### src/rtl/axonerve_kvs_pkg.sv
// Shared definitions for the Axonerve KVS job sequencer: state encoding,
// AXI 4 KB boundary geometry and read-command length width.
package axonerve_kvs_pkg;

  typedef enum logic [1:0] {
    ST_IDLE  = 2'd0,
    ST_ISSUE = 2'd1,
    ST_WAIT  = 2'd2,
    ST_DONE  = 2'd3
  } state_t;

  localparam int unsigned BOUNDARY_BYTES = 4096;
  localparam int unsigned BOUNDARY_BITS  = 12;
  localparam int unsigned CMD_LEN_W      = 8;

endpackage

### src/rtl/axonerve_kvs_burst_calc.sv
// Burst sizing: beats = min(remaining records, C_MAX_BURST, beats left before
// the next 4 KB boundary). Purely combinational.
module axonerve_kvs_burst_calc
  import axonerve_kvs_pkg::*;
#(
  parameter int C_REC_BYTES = 64,
  parameter int C_MAX_BURST = 16
) (
  input  logic [BOUNDARY_BITS-1:0] addr_lo,
  input  logic [31:0]              remaining,
  output logic [8:0]               beats
);

  localparam int LOG2_REC = $clog2(C_REC_BYTES);
  localparam int BW       = BOUNDARY_BITS + 1;

  logic [BW-1:0] to_bnd_bytes;
  logic [BW-1:0] to_bnd_beats;
  logic [8:0]    lim_a;

  // addr_lo is record aligned, so the byte distance divides exactly into beats
  always_comb begin
    to_bnd_bytes = BW'(BOUNDARY_BYTES) - {1'b0, addr_lo};
    to_bnd_beats = to_bnd_bytes >> LOG2_REC;
    if (to_bnd_beats < BW'(C_MAX_BURST)) begin
      lim_a = 9'(to_bnd_beats);
    end else begin
      lim_a = 9'(C_MAX_BURST);
    end
    if (remaining < {23'd0, lim_a}) begin
      beats = remaining[8:0];
    end else begin
      beats = lim_a;
    end
  end

endmodule

### src/rtl/axonerve_kvs_job_seq.sv
// Job sequencer: splits a record array into AXI read bursts and waits for the
// KVS engine to report every record before pulsing ap_done.
module axonerve_kvs_job_seq
  import axonerve_kvs_pkg::*;
#(
  parameter int C_REC_BYTES = 64,
  parameter int C_MAX_BURST = 16
) (
  input  logic        aclk,
  input  logic        areset,
  input  logic        ap_start,
  output logic        ap_idle,
  output logic        ap_done,
  input  logic [31:0] data_num,
  input  logic [63:0] axi00_ptr0,
  output logic        cmd_valid,
  input  logic        cmd_ready,
  output logic [63:0] cmd_addr,
  output logic [7:0]  cmd_len,
  input  logic        rec_done
);

  localparam int          LOG2_REC   = $clog2(C_REC_BYTES);
  localparam logic [63:0] ALIGN_MASK = 64'(C_REC_BYTES - 1);

  state_t      state;
  logic        start_low;
  logic [31:0] num;
  logic [31:0] issued;
  logic [31:0] done_cnt;

  logic        start_edge;
  logic [31:0] remaining;
  logic [8:0]  beats;
  logic [63:0] burst_bytes;

  // start_low resets to 0, so a level held high through reset is not an edge
  assign start_edge  = ap_start & start_low;
  assign remaining   = num - issued;
  assign burst_bytes = {55'd0, beats} << LOG2_REC;

  axonerve_kvs_burst_calc #(
    .C_REC_BYTES(C_REC_BYTES),
    .C_MAX_BURST(C_MAX_BURST)
  ) u_burst_calc (
    .addr_lo   (cmd_addr[BOUNDARY_BITS-1:0]),
    .remaining (remaining),
    .beats     (beats)
  );

  // Job FSM; cmd_addr doubles as the running burst address
  always_ff @(posedge aclk) begin
    if (areset) begin
      state     <= ST_IDLE;
      start_low <= 1'b0;
      ap_idle   <= 1'b1;
      ap_done   <= 1'b0;
      cmd_valid <= 1'b0;
      cmd_addr  <= 64'd0;
      cmd_len   <= 8'd0;
      num       <= 32'd0;
      issued    <= 32'd0;
      done_cnt  <= 32'd0;
    end else begin
      start_low <= ~ap_start;
      if (rec_done && (state == ST_ISSUE || state == ST_WAIT) && done_cnt != num) begin
        done_cnt <= done_cnt + 32'd1;
      end
      case (state)
        ST_IDLE: begin
          ap_done <= 1'b0;
          if (start_edge) begin
            ap_idle  <= 1'b0;
            num      <= data_num;
            cmd_addr <= axi00_ptr0 & ~ALIGN_MASK;
            issued   <= 32'd0;
            done_cnt <= 32'd0;
            state    <= (data_num == 32'd0) ? ST_DONE : ST_ISSUE;
          end else begin
            ap_idle <= 1'b1;
          end
        end
        ST_ISSUE: begin
          if (!cmd_valid) begin
            cmd_valid <= 1'b1;
            cmd_len   <= CMD_LEN_W'(beats - 9'd1);
          end else if (cmd_ready) begin
            cmd_valid <= 1'b0;
            cmd_addr  <= cmd_addr + burst_bytes;
            issued    <= issued + {23'd0, beats};
            if (remaining == {23'd0, beats}) begin
              state <= ST_WAIT;
            end
          end
        end
        ST_WAIT: begin
          if (done_cnt == num) begin
            state <= ST_DONE;
          end
        end
        ST_DONE: begin
          ap_done <= 1'b1;
          ap_idle <= 1'b0;
          state   <= ST_IDLE;
        end
        default: begin
          state <= ST_IDLE;
        end
      endcase
    end
  end

endmodule

### config.mk
export PLATFORM = sky130hd
export DESIGN_NAME = axonerve_kvs_job_seq
export DESIGN_NICKNAME = d
export VERILOG_FILES = /design/src/rtl/axonerve_kvs_pkg.sv /design/src/rtl/axonerve_kvs_burst_calc.sv /design/src/rtl/axonerve_kvs_job_seq.sv
export SDC_FILE = /design/constraint.sdc
export NUM_CORES = 1
export LEC_CHECK = 0
export ABC_AREA = 1
export BUFFER_PORTS_ARGS = -buffer_cell sky130_fd_sc_hd__clkbuf_2
export CORE_AREA = 2 2 192 212
export CTS_BUF_LIST = sky130_fd_sc_hd__clkbuf_16
export DETAILED_ROUTE_END_ITERATION = 10
export DIE_AREA = 0 0 194 214
export PLACE_DENSITY_LB_ADDON = 0.05
export SLEW_MARGIN = 10
export SYNTH_ARGS = -nofsm -noshare
export SYNTH_HDL_FRONTEND = slang
export SYNTH_HIERARCHICAL = 1
export SYNTH_SLANG_ARGS = --single-unit
### constraint.sdc
create_clock -name aclk -period 4.7 [get_ports aclk]
set_input_delay 0.47 -clock aclk [delete_from_list [all_inputs] [get_ports aclk]]
set_output_delay 0.47 -clock aclk [all_outputs]
set_load 0.02 [all_outputs]
==> flow_metrics.env, run 1 <==
export IMPL_root_buffer="clkbuf_16"
export IMPL_outcome="finished, violations left"
export IMPL_num_nets_final=2775
export IMPL_drc=0
export IMPL_antenna_cells=0
export IMPL_cp_required_ns=5.10
export IMPL_critPathMaxFanout=4
export IMPL_wl_per_cell_um=16.1
export IMPL_syn_area_um2=13600
export IMPL_n_fill_cell=4225
export IMPL_ys_warn_count=6
export IMPL_drv_slew=0
export IMPL_cts_max_level=4
export IMPL_die_w_um=194
export IMPL_async_flop_share_pct=0
export IMPL_die_y_um=214
export IMPL_cpPeakStageDelay_ns=0.38
export IMPL_syn_avg_cell_area_um2=6.23
export IMPL_cts_hold_buffers=0
export IMPL_peakVddDrop_mv=0.344
export IMPL_synth_seq_cells=168
export IMPL_final_cells=3129
export IMPL_cts_tree="done"
export IMPL_area_growth_pct=36.3
export IMPL_max_cap_violations=0
export IMPL_dp_cells=3061
export IMPL_worst_skew_pair_late_latency_ns=0.48
export IMPL_powerDensity_nw_per_um2=385
export IMPL_synth_edff_count=0
export IMPL_post_route_cell_area_um2=18600
export IMPL_viasPerCell=4.89
export IMPL_drt_wl_total_mm=50.5
export IMPL_violations="setup timing"
export IMPL_path_clk_slew_ns=0.07
export IMPL_synth_main_ff_cell="dfxtp_1"
export IMPL_post_dp_hpwl_mm=39.9
export IMPL_grt_ovfl_total=0
export IMPL_drt_pass1_iterations=5
export IMPL_ant_nets=0
export IMPL_finClkSkew_ns=0.0167
export IMPL_dpl_cell_area_um2=16700
export IMPL_fp_dieArea_um2=41500
export IMPL_grt_max_degree=71
export IMPL_first_global_vias=15100
export IMPL_synth_distinct_cells=60
export IMPL_fmax_mhz=209
export IMPL_grt_usage_pct=24.1
export IMPL_rsz0062_at_grt="true"
export IMPL_cp_data_arrival_time_ns=5.18
export IMPL_relSlewSlack_pct=41.8
export IMPL_antenna_found_initial=1
export IMPL_hold_class="in -> reg"
export IMPL_crit_path_top_delay_cell="fa_2"
export IMPL_cpMostUsedCell="buf_4"
export IMPL_end_kind="flip-flop"
export IMPL_start_util_pct=34.8
export IMPL_core_area_um2=39200
export IMPL_vias=15300
export IMPL_setup_tns_ns=-0.327
export IMPL_hold_viol=0
export IMPL_leakagePower_nw=8.45
export IMPL_io_pin_count=176
export IMPL_portBuffers=163
export IMPL_fin_crit_ns=4.78
export IMPL_place_congestion=0.924
export IMPL_clock_sinks=168
export IMPL_worstSetupPathType="reg -> reg"
export IMPL_cts_buffers=17
export IMPL_drive_gt1_share_pct=28.0
export IMPL_fin_crit_sh_pct=102
export IMPL_row_count=76
export IMPL_yosysSeqAreaShare_pct=24.7
export IMPL_tightestPinTransition_ns=0.873
export IMPL_grt_pass1_wl_mm=79.8
export IMPL_synth_cells=2189
export IMPL_finalPower_mw=7.15
export IMPL_cp_start_kind="flip-flop"
export IMPL_cts_buffer_depth=2
export IMPL_finalSetupViolations=8
export IMPL_drtIter0Drc=890
export IMPL_finalWorstSetupSlack_ns=-0.0774
## critical path, delay by kind of cell (launching register included)
kind | cells | cell delay [ns]
and+or+nand+nor | 17 | 1.74
DFF | 1 | 0.33
adders and majority gates | 3 | 0.80
AOI/OAI and AO/OA | 5 | 0.56
buffers and inverters | 12 | 1.25
## registers in the layout, summed over array words and instances (netlist names)
register   flops
cmd_addr      58
done_cnt      32
issued        32
num           32
cmd_len        8
state          2
ap_done        1
ap_idle        1
cmd_valid      1
start_low      1
## path summary, 6_finish.rpt
check	from	to	slack, ns	cells after the start
max reg2reg	num[0]	cmd_addr[24]	-0.08	37
max	num[0]	cmd_addr[24]	-0.08	37
min reg2reg	ap_done	ap_done	0.48	2
min	ap_start	start_low	0.16	2
## logic make-up after synthesis
group | synth area share [%]
DFF | 24.7
buffers and inverters | 11.4
xor gates and xnor gates | 6.85
adders and majority gates | 6.13
AOI/OAI and AO/OA | 14.1
and+or+nand+nor | 36.7
other | 0.0826
## final cells by class
| cell class | instances | area, µm² | share of cell area (%) |
|---|---|---|---|
| Clock inverter | 15 | 136 | 0.734 |
| Sequential cell | 168 | 3370 | 18.1 |
| Clock buffer | 17 | 425 | 2.29 |
| Tap cell | 507 | 634 | 3.41 |
| Timing Repair Buffer | 438 | 2940 | 15.8 |
| Inverter | 343 | 1300 | 7.01 |
| Multi-Input combinational cell | 1641 | 9780 | 52.6 |
## timing repair
action                                  CTS  global route
endpoints found under the setup margin   76            80
pin swaps                                41            71
setup buffers                            25            14
gates resized for setup                  99           154
## routing by layer
metal | global-route usage [%] | share of wire (%)
met1 | 30.7 | 45
met2 | 41.8 | 49
met3 | 3.13 | 3.6
met4 | 8.31 | 2.4
met5 | 0 | 0.026
## power by group
part	leakage, nW	internal (mW)	switching (mW)
registers	1.37	1.60	0.206
logic	6.80	1.52	2.39
clock network	0.290	0.773	0.658
total	8.45	3.89	3.25
## synthesized netlist by cell type, drive strengths merged, types with 2 or more instances
cell	instances	share of area, %
nand2	586	17
inv	342	9.4
nor2	289	8.4
dfxtp	168	25
a21oi	143	5.4
nand3	86	3.6
o21ai	84	3.2
ha	62	5.7
xor2	62	4.0
nor3	58	2.4
nand4	52	2.4
a22oi	44	2.4
nor4	39	2.0
clkbuf	36	0.99
xnor2	34	2.2
buf	20	0.95
a211oi	17	0.94
a31oi	15	0.69
nand3b	8	0.59
and2	5	0.27
o21bai	5	0.30
a21o	4	0.22
o2111ai	4	0.26
conb	3	0.083
fa	3	0.44
o21a	3	0.17
o221ai	3	0.19
or2	3	0.14
o211ai	2	0.11
xnor3	2	0.33
xor3	2	0.35
## cell usage in the layout (no fill, tap or decap), drive strengths merged, types with 22 or more instances in the layout
cell type    n
conb        22
buf        275
a21oi      143
ha          62
nand3       86
a22oi       44
nor2       289
inv        348
o21ai       84
nand4       52
dfxtp      168
nor3        58
clkbuf     180
xnor2       34
nor4        39
xor2        62
nand2      586
## through the flow
stage / utilization [%] / hold WS (ns) / setup slack, ns
after detailed placement: 42.6 / 0.470 / -0.469
after CTS: 45.6 / 0.149 / -0.184
final: 47.4 / 0.165 / -0.0774
after global placement: 42.6 / 0.446 / -0.431
after floorplan: - / 0.461 / 0.0892
after global routing: 47.4 / 0.165 / -0.381
Power figures use the tool's default switching activity.
==> inputs of run 2 (changes only) <==
Settings changed: CORE_AREA 2 2 192 212 to 2 2 212 193, DIE_AREA 0 0 194 214 to 0 0 214 195, PLACE_DENSITY_LB_ADDON 0.05 to 0.25.
==> run 2 against run 1 <==
  * The flow still finishes with violations (setup timing)
  * Clock skew is 0.00095 ns lower
  * First-iteration DRC count is 40% higher
  * Sequential share of layout area shrank 0.21 points
  * Register-to-register slack about the same
  * Critical path type unchanged
  * Largest power group unchanged
==> flow_metrics.env, run 2 (same netlist as run 1, synthesis figures left out) <==
export IMPL_row_count=69
export IMPL_outcome="finished, violations left"
export IMPL_core_area_um2=39300
export IMPL_violations="setup timing"
export IMPL_largest_register_ff_count=58
export IMPL_regMostFlops="cmd_addr"
export IMPL_drv_slew=0
export IMPL_powerDensity_nw_per_um2=404
export IMPL_grtUsageMet1_pct=33.0
export IMPL_cts_buffers=17
export IMPL_critPathMaxFanout=4
export IMPL_worst_skew_pair_late_latency_ns=0.48
export IMPL_final_cell_mix="nand2_1 (497), inv_1 (313), buf_4 (258), nor2_1 (240), clkbuf_2 (163)"
export IMPL_fmax_mhz=210
export IMPL_end_kind="flip-flop"
export IMPL_hp_start="ap_start"
export IMPL_r2r_cells=31
export IMPL_antenna_cells=0
export IMPL_timing_rr_end="cmd_addr[58]"
export IMPL_grt_pass1_wl_mm=79.1
export IMPL_vias=15800
export IMPL_viasPerCell=5.01
export IMPL_drive_gt1_share_pct=29.8
export IMPL_cp_required_ns=5.09
export IMPL_fp_dieArea_um2=41700
export IMPL_cts_tree="done"
export IMPL_finClkSkew_ns=0.0157
export IMPL_finalSetupViolations=11
export IMPL_place_congestion=0.948
export IMPL_first_global_vias=14800
export IMPL_drtIter0Drc=1245
export IMPL_critical_path_buf_inv_count=8
export IMPL_die_y_um=195
export IMPL_root_buffer="clkbuf_16"
export IMPL_whs_endpoint="start_low"
export IMPL_cpPeakStageDelay_ns=0.38
export IMPL_multi_input_area_um2=10000
export IMPL_wl_per_cell_um=16.5
export IMPL_cts_buffer_depth=2
export IMPL_drc=0
export IMPL_clock_sinks=168
export IMPL_cp_data_arrival_time_ns=5.17
export IMPL_rrSetupSlack_ns=-0.07
export IMPL_rsz0062_at_grt="true"
export IMPL_start_util_pct=34.7
export IMPL_leakagePower_nw=8.39
export IMPL_busiest_layer="met2"
export IMPL_hold_viol=0
export IMPL_max_cap_violations=0
export IMPL_portBuffers=163
export IMPL_drt_pass1_iterations=6
export IMPL_post_dp_hpwl_mm=40.4
export IMPL_fin_crit_ns=4.77
export IMPL_grt_usage_pct=24.1
export IMPL_antenna_found_initial=0
export IMPL_area_growth_pct=38.3
export IMPL_grt_max_degree=71
export IMPL_regArea_um2=3380
export IMPL_cpMostUsedCell="nand2_2"
export IMPL_cts_max_level=4
export IMPL_peakVddDrop_mv=0.280
export IMPL_io_pin_count=176
export IMPL_die_w_um=214
export IMPL_utilization_pct=48.0
export IMPL_final_common_cell="nand2_1"
export IMPL_ant_nets=0
export IMPL_crit_family="simple AND/OR/NAND/NOR gates"
export IMPL_crit_path_top_delay_cell="fa_2"
export IMPL_cts_hold_buffers=0
export IMPL_hold_ws_ns=0.169
export IMPL_r2r_start="num[0]"
export IMPL_fin_crit_sh_pct=102
export IMPL_hold_class="in -> reg"
export IMPL_hold_depth=2
export IMPL_cp_start_kind="flip-flop"
export IMPL_n_fill_cell=4028
export IMPL_drt_wl_total_mm=52.0
export IMPL_grt_ovfl_total=0
export IMPL_num_nets_final=2769
export IMPL_grtUsageMet2_pct=37.9
export IMPL_tightestPinTransition_ns=1.07
export IMPL_relSlewSlack_pct=28.5
export IMPL_finalPower_mw=7.61
export IMPL_path_clk_slew_ns=0.07
export IMPL_met3_usage_pct=4.38
export IMPL_worstSetupPathType="reg -> reg"
export IMPL_finalWorstSetupSlack_ns=-0.0723
## run 2: through the flow
step | cells | TNS, ns | setup slack [ns] | area (µm²)
5_1_grt | 3147 | -7.19 | -0.252 | 18900
3_3_place_gp | 3076 | -11.89 | -0.316 | 16700
4_1_cts | 3139 | -0.487 | -0.0948 | 17900
6_report | 3147 | -0.387 | -0.0723 | 18900
3_5_place_dp | 3076 | -13.26 | -0.359 | 16700
2_1_floorplan | 2208 | 0 | 0.0892 | 13700
## run 2: repair_timing
action	4_1_cts	5_1_grt
endpoints found under the hold margin	0	0
cloned	0	0
endpoints found under the setup margin	73	78
resized for setup	80	206
setup buffers	33	13
pin swaps	40	87
## run 2: per-layer routing
layer	routed length, µm	part of all wire (%)
met2	23100	44
met4	1580	3.0
met1	24300	47
met3	3010	5.8
met5	0	0
## run 2: how the worst max path moves through the flow
stage,start,to,slack (ns),depth (start not counted)
after floorplan,num[0],cmd_addr[60],0.09,34
after global placement,num[0],cmd_addr[51],-0.32,34
after detailed placement,num[0],issued[26],-0.36,35
after CTS,num[0],cmd_addr[60],-0.09,35
after global routing,issued[3],cmd_addr[60],-0.25,35
final,num[0],cmd_addr[58],-0.07,31
## run 2: report_power, final
part           switching [mW]  leakage (nW)  total, mW  internal (mW)
combinational            2.56          6.73       4.27           1.71
clock                   0.688         0.290       1.53          0.847
sequential              0.205          1.37       1.80           1.60
## run 2: worst reg2reg max path: cells and delay by family, from the launching register on
| kind | cells | cell delay [ns] |
|---|---|---|
| AOI/OAI and AO/OA | 2 | 0.26 |
| xor gates and xnor gates | 1 | 0.27 |
| adders and majority gates | 3 | 0.86 |
| buffers and inverters | 8 | 0.79 |
| DFF | 1 | 0.32 |
| and+or+nand+nor | 17 | 2.19 |
## run 2: cell type report
class | count | share of cell area, %
clock inverter | 14 | 0.996
inverter | 343 | 6.91
sequential | 168 | 17.9
clock buffer | 17 | 2.26
timing repair buffer | 432 | 15.3
tap | 532 | 3.53
multi-input combinational | 1641 | 53.1
